$ cat config.mk
export PLATFORM = sky130hd
export DESIGN_NAME = cdm16_seq_ctrl
export DESIGN_NICKNAME = d
export VERILOG_FILES = /design/src/rtl/cdm16_seq_ctrl.sv
export SDC_FILE = /design/constraint.sdc
export NUM_CORES = 1
export LEC_CHECK = 0
export BUFFER_PORTS_ARGS = -buffer_cell sky130_fd_sc_hd__buf_4
export CAP_MARGIN = 20
export CORE_ASPECT_RATIO = 0.9
export CORE_MARGIN = 8
export CORE_UTILIZATION = 54
export CTS_CLUSTER_SIZE = 14
export DETAILED_ROUTE_END_ITERATION = 8
export MAX_ROUTING_LAYER = met4
export PLACE_DENSITY = 0.87
export SYNTH_ARGS = -nofsm -noshare
export SYNTH_HDL_FRONTEND = slang
export SYNTH_SLANG_ARGS = --single-unit
$ cat constraint.sdc
create_clock -name clk -period 3.22 [get_ports clk]
set_input_delay 0.161 -clock clk [delete_from_list [all_inputs] [get_ports clk]]
set_output_delay 0.161 -clock clk [all_outputs]
set_load 0.02 [all_outputs]
$ cat src/rtl/cdm16_seq_ctrl.sv
`default_nettype none
// ============================================================================
// Module   : cdm16_seq_ctrl
// Purpose  : 16x16 multiply sequencer that time-shares one external 8x8
//            multiplier over four byte steps (LL, HL, LH, HH) and combines
//            the partial products either exactly or lane-wise (no carry
//            between byte lanes).
// Revision : 1.0 - initial release
// ============================================================================
module cdm16_seq_ctrl #(
  parameter int MUL_LAT = 0
) (
  input  logic        clk,
  input  logic        rst,
  input  logic        in_valid,
  output logic        in_ready,
  input  logic [15:0] in_a,
  input  logic [15:0] in_b,
  input  logic        in_approx,
  output logic [7:0]  mul_a,
  output logic [7:0]  mul_b,
  output logic        mul_lsb,
  input  logic [15:0] mul_p,
  output logic        out_valid,
  input  logic        out_ready,
  output logic [31:0] out_r,
  output logic        busy
);

  typedef enum logic [2:0] {
    S_IDLE = 3'd0,
    S_LL   = 3'd1,
    S_HL   = 3'd2,
    S_LH   = 3'd3,
    S_HH   = 3'd4,
    S_DONE = 3'd5
  } state_t;

  // Last wait-counter value of a step; the core product is sampled there.
  localparam logic [1:0] c_last_wait = 2'(MUL_LAT);

  state_t      state_q, state_d;
  logic [15:0] a_q, a_d;
  logic [15:0] b_q, b_d;
  logic        approx_q, approx_d;
  logic [31:0] acc_q, acc_d;
  logic [1:0]  wcnt_q, wcnt_d;
  logic [7:0]  mul_a_q, mul_a_d;
  logic [7:0]  mul_b_q, mul_b_d;
  logic        mul_lsb_q, mul_lsb_d;
  logic        out_valid_q, out_valid_d;
  logic [31:0] out_r_q, out_r_d;
  logic        in_ready_q, in_ready_d;
  logic        busy_q, busy_d;

  logic [31:0] exact_sum;
  logic [7:0]  lane0, lane1, lane2, lane3;
  logic [31:0] step_acc;
  logic        step_last;

  assign step_last = (wcnt_q == c_last_wait);

  // Accumulator value after folding in the current step's partial product.
  always_comb begin
    exact_sum = acc_q;
    lane0     = acc_q[7:0];
    lane1     = acc_q[15:8];
    lane2     = acc_q[23:16];
    lane3     = acc_q[31:24];
    case (state_q)
      S_LL: begin
        exact_sum = acc_q + {16'd0, mul_p};
        lane0     = mul_p[7:0];
        lane1     = mul_p[15:8];
      end
      S_HL: begin
        exact_sum = acc_q + {8'd0, mul_p, 8'd0};
        lane1     = acc_q[15:8] + mul_p[7:0];
        lane2     = mul_p[15:8];
      end
      S_LH: begin
        exact_sum = acc_q + {8'd0, mul_p, 8'd0};
        lane1     = acc_q[15:8] + mul_p[7:0];
        lane2     = acc_q[23:16] + mul_p[15:8];
      end
      S_HH: begin
        exact_sum = acc_q + {mul_p, 16'd0};
        lane2     = acc_q[23:16] + mul_p[7:0];
        lane3     = mul_p[15:8];
      end
      default: begin
        exact_sum = acc_q;
      end
    endcase
    step_acc = approx_q ? {lane3, lane2, lane1, lane0} : exact_sum;
  end

  // Sequencer next-state and registered-output computation.
  always_comb begin
    state_d     = state_q;
    a_d         = a_q;
    b_d         = b_q;
    approx_d    = approx_q;
    acc_d       = acc_q;
    wcnt_d      = wcnt_q;
    mul_a_d     = mul_a_q;
    mul_b_d     = mul_b_q;
    mul_lsb_d   = mul_lsb_q;
    out_valid_d = out_valid_q;
    out_r_d     = out_r_q;
    in_ready_d  = in_ready_q;
    busy_d      = busy_q;

    case (state_q)
      S_IDLE: begin
        if (in_valid && in_ready_q) begin
          a_d        = in_a;
          b_d        = in_b;
          approx_d   = in_approx;
          acc_d      = 32'd0;
          wcnt_d     = 2'd0;
          mul_a_d    = in_a[7:0];
          mul_b_d    = in_b[7:0];
          mul_lsb_d  = 1'b1;
          in_ready_d = 1'b0;
          busy_d     = 1'b1;
          state_d    = S_LL;
        end
      end
      S_LL, S_HL, S_LH, S_HH: begin
        if (step_last) begin
          wcnt_d    = 2'd0;
          acc_d     = step_acc;
          mul_lsb_d = 1'b0;
          case (state_q)
            S_LL: begin
              mul_a_d = a_q[15:8];
              mul_b_d = b_q[7:0];
              state_d = S_HL;
            end
            S_HL: begin
              mul_a_d = a_q[7:0];
              mul_b_d = b_q[15:8];
              state_d = S_LH;
            end
            S_LH: begin
              mul_a_d = a_q[15:8];
              mul_b_d = b_q[15:8];
              state_d = S_HH;
            end
            default: begin
              mul_a_d     = 8'd0;
              mul_b_d     = 8'd0;
              out_r_d     = step_acc;
              out_valid_d = 1'b1;
              state_d     = S_DONE;
            end
          endcase
        end else begin
          wcnt_d = wcnt_q + 2'd1;
        end
      end
      S_DONE: begin
        if (out_ready) begin
          out_valid_d = 1'b0;
          in_ready_d  = 1'b1;
          busy_d      = 1'b0;
          state_d     = S_IDLE;
        end
      end
      default: begin
        out_valid_d = 1'b0;
        in_ready_d  = 1'b1;
        busy_d      = 1'b0;
        mul_a_d     = 8'd0;
        mul_b_d     = 8'd0;
        mul_lsb_d   = 1'b0;
        state_d     = S_IDLE;
      end
    endcase
  end

  // State and output registers with synchronous reset.
  always_ff @(posedge clk) begin
    if (rst) begin
      state_q     <= S_IDLE;
      a_q         <= 16'd0;
      b_q         <= 16'd0;
      approx_q    <= 1'b0;
      acc_q       <= 32'd0;
      wcnt_q      <= 2'd0;
      mul_a_q     <= 8'd0;
      mul_b_q     <= 8'd0;
      mul_lsb_q   <= 1'b0;
      out_valid_q <= 1'b0;
      out_r_q     <= 32'd0;
      in_ready_q  <= 1'b1;
      busy_q      <= 1'b0;
    end else begin
      state_q     <= state_d;
      a_q         <= a_d;
      b_q         <= b_d;
      approx_q    <= approx_d;
      acc_q       <= acc_d;
      wcnt_q      <= wcnt_d;
      mul_a_q     <= mul_a_d;
      mul_b_q     <= mul_b_d;
      mul_lsb_q   <= mul_lsb_d;
      out_valid_q <= out_valid_d;
      out_r_q     <= out_r_d;
      in_ready_q  <= in_ready_d;
      busy_q      <= busy_d;
    end
  end

  assign in_ready  = in_ready_q;
  assign mul_a     = mul_a_q;
  assign mul_b     = mul_b_q;
  assign mul_lsb   = mul_lsb_q;
  assign out_valid = out_valid_q;
  assign out_r     = out_r_q;
  assign busy      = busy_q;

endmodule
`default_nettype wire
==> results summary <==
Max-cap violations in this run came to 0. The number of flops mapped to enable cells by yosys came out at 0. Yosys mapped the design onto 82 distinct sky130hd cell types. Summed over all nets, wire length on met2 after detailed routing comes to 16,320 µm.

The starting DRC count in detailed routing came out at 1,392. The number of buffers between clock root and the deepest sink came out at 2. Clock skew on the completed layout was measured at 14.90 ps. In the final layout, the share of cells above drive strength 1 is 0.1533.

The detail route stage leaves a number of antenna-violating nets equal to 0. The worst setup path is captured at a flip-flop. For this run, design rule violations remaining after detail routing come to 0. The initial standard-cell utilization of the core is 0.5445.

Clock-pin slew was measured on the worst setup and hold paths at 70 ps. The pre-CTS setup slack is 134.6 ps. The first global-routing pass estimated 58,160 µm of wire. The area occupied by registers came out at 0.002444 mm². The number of core rows came out at 46. The largest fanout of any net on the critical path came out at 5. The data arrival at the endpoint of the critical path is 3380 ps.

The routed design has 38,090 µm of wire. The path class of the tightest hold or removal check is input pin to flip-flop. For this design the ratio of total power to cell area is 887.7 mW/mm².

The final layout net count came out at 1,530. The number of nets produced by synthesis is 1,422. The overflow left after global routing came out at 0. The worst path needs 3072 ps of the cycle, external delays included. From bottom edge to top edge, the die measures 141.6 µm. Once placement finished, the instance area stood at 0.01061 mm².

In this run the static leakage power is 0.004687 µW. The region available for standard cell placement spans 0.01738 mm². The via count of the first global-routing pass is 10,490. Measured along the x axis, the die boundary spans 155.5 µm.

The launch point of the worst path is acc_q[8]$_SDFFE_PP0P_. The count of boundary I/O pins is 105. Clock latency on the worst-skew pair, taken at its later pin, is 430 ps. The run finished with clean final reports.

The actual transition at the worst max-transition pin is 826.5 ps. The number of H-tree branching levels is 4. The detailed router put a total of 14,700 µm of wire on met1.

Sorting the synthesized cells by area gives the leading types as sky130_fd_sc_hd__dfxtp_1 (26%), sky130_fd_sc_hd__nand2_1 (8.8%), sky130_fd_sc_hd__a21oi_1 (7.6%). The count of final hold-check violations is 0. The count of inserted antenna diode cells came out at 0. The cell area that synthesis handed to floorplanning was 0.009464 mm².

The share of synthesized registers carrying an async set or reset is 0. Sorting the synthesized cells by how often they occur yields sky130_fd_sc_hd__nand2_1 (223), sky130_fd_sc_hd__a21oi_1 (143), sky130_fd_sc_hd__dfxtp_1 (122). The area growth from synthesis to final layout came out at 21.02%.

The area taken by multi-input logic gates came out at 0.006583 mm². Of the post-synthesis cell area, the dominant cell type holds 0.2581. In this run the mean area of a mapped cell was 7.236 µm². The TritonCTS clock tree is done. The count of final setup violators is 0. The initial antenna violation count came out at 0.

The worst path setup slack after routing is 148.4 ps. For this run, the leading register cell type out of synthesis is sky130_fd_sc_hd__dfxtp_1. The most common cell in the netlist is sky130_fd_sc_hd__nand2_1. The design area came out at 0.01145 mm². Adding up every negative setup slack in the final design gives 0 ps. For this run, the number of Yosys warnings is 0. The detailed placer's ending HPWL came out at 26,760 µm.

The total routing usage reported by global routing is 0.3449. In this run, synthesis produced a sequential element count of 122. The routed layout has 11,220 vias. For this design, the sink count on the clock tree is 122. The kind of start point of the critical path is a flip-flop. The highest achievable clock rate is 325.6 MHz. The master cell of the clock root buffer is sky130_fd_sc_hd__clkbuf_16. The tightest hold margin is 4.087 ps. Fill cells in the final layout number 1,527. Dividing the detail-routed via count by the number of cells gives 6.721. The first-pass detailed-route iteration total is 8. In this run the tightest slew margin relative to its limit is 0.4470. The share of the Yosys chip area taken by registers is 0.2581. The average routed wire per standard cell is 22.82 µm. The length of routed met3 wiring came out at 4433 µm. The global placement routability congestion is 1.062. The gate count after technology mapping is 1,308. The startpoint identified for the worst register-to-register timing path is acc_q[8]$_SDFFE_PP0P_.

Setup repair after global routing left no endpoint under its margin. The maximum number of pins on one net before global-route repair came out at 52. The count of buffers inserted at the top-level ports came out at 104.

The cell type with the largest total area after synthesis is sky130_fd_sc_hd__dfxtp_1. The count of pins over their slew limit came out at 0. The final clock period utilization by the worst path came out at 0.9539. The setup path with the least slack is of type flip-flop to flip-flop. The number of buffers added by the clock tree synthesis step came out at 17. The worst supply voltage drop on vdd is 0.0004281 V. The highest layer used for signal routing is met4. The startpoint of the most critical hold path is in_b[2]. The critical path required time came out at 3530 ps. The die covers 0.02202 mm².
## report_power, final
part	switching (µW)	total (µW)	internal (µW)
Sequential	372	2230	1860
Clock	840	1960	1120
Combinational	3840	5980	2140
## worst paths after layout
path / slack, ps / end / depth (start not counted)
min: 4 / b_q[2]$_SDFFE_PP0P_ / 3
max: 150 / acc_q[24]$_SDFFE_PP0P_ / 10
max reg2reg: 150 / acc_q[24]$_SDFFE_PP0P_ / 10
min reg2reg: 450 / out_r[4]$_SDFFE_PP0P_ / 2
## flip-flops by register name, summed over array words and instances, names as in the netlist
register,flops
a_q,16
acc_q,32
approx_q,1
b_q,16
busy,1
in_ready,1
mul_a,8
mul_b,8
mul_lsb,1
out_r,32
out_valid,1
state_q,3
wcnt_q,2
## layout by cell type, fill, tap and decap left out, drive strengths merged, types with 17 or more instances in the layout
cell type	Yosys	layout
xnor2	26	26
clkbuf	76	18
o22ai	17	17
mux2i	23	23
a21oi	144	144
dfxtp	122	122
ha	57	57
dlygate4sd3	0	24
nor3	27	27
nand2	223	223
nor2	111	111
and3	17	17
inv	28	38
a211oi	28	28
o211ai	17	17
buf	17	158
o21ai	91	91
nand3	32	32
## layer usage
metal,vias up,global-route usage
met3,209,0.06446
met1,5168,0.4335
met5,-,-
met2,789,0.5092
met4,0,0.2056
li1,5051,-
## metrics by stage
stage               instances  total power (µW)  utilization
floorplan                1308              6041            -
global placement         1613              7844       0.6101
detailed placement       1613              7906       0.6101
CTS                      1669              9909       0.6578
global route             1669             10670       0.6589
finish                   1669             10170       0.6589
## area by class of cell
cell class | instances | share of cell area
Multi-Input combinational cell | 1063 | 0.5747
Sequential cell | 122 | 0.2133
Timing Repair Buffer | 182 | 0.1245
Clock buffer | 18 | 0.03834
Tap cell | 240 | 0.02622
Clock inverter | 14 | 0.01300
Inverter | 30 | 0.009832
## kinds of logic (layout without fill, tap and decap cells)
kind of cell | after synthesis | after routing | share of synthesized area
flip-flops | 122 | 122 | 0.2581
XOR/XNOR | 39 | 39 | 0.03609
adder cells (fa/ha/maj) | 61 | 61 | 0.08382
buffers and inverters | 123 | 244 | 0.05037
AO/OA/AOI/OAI | 468 | 468 | 0.3272
multiplexers | 25 | 25 | 0.02671
AND/OR/NAND/NOR | 470 | 470 | 0.2177
## critical path, stage by stage (launching register included)
cell	delay (ps)
sky130_fd_sc_hd__dfxtp_1	320
sky130_fd_sc_hd__ha_1	210
sky130_fd_sc_hd__fa_1	430
sky130_fd_sc_hd__a21oi_1	200
sky130_fd_sc_hd__o22ai_1	160
sky130_fd_sc_hd__o21a_1	310
sky130_fd_sc_hd__a211oi_4	390
sky130_fd_sc_hd__nor3_2	100
sky130_fd_sc_hd__a211o_1	280
sky130_fd_sc_hd__a221o_1	310
sky130_fd_sc_hd__a32o_1	250
## timing repair
| item | CTS | global route |
|---|---|---|
| buffers inserted | 0 | 0 |
| endpoints found under the hold margin | 24 | 0 |
| resized for setup | 0 | 5 |
| hold buffers | 24 | 0 |
| setup endpoints to repair | 0 | 6 |
No activity file was read; power rests on OpenSTA's default activity.
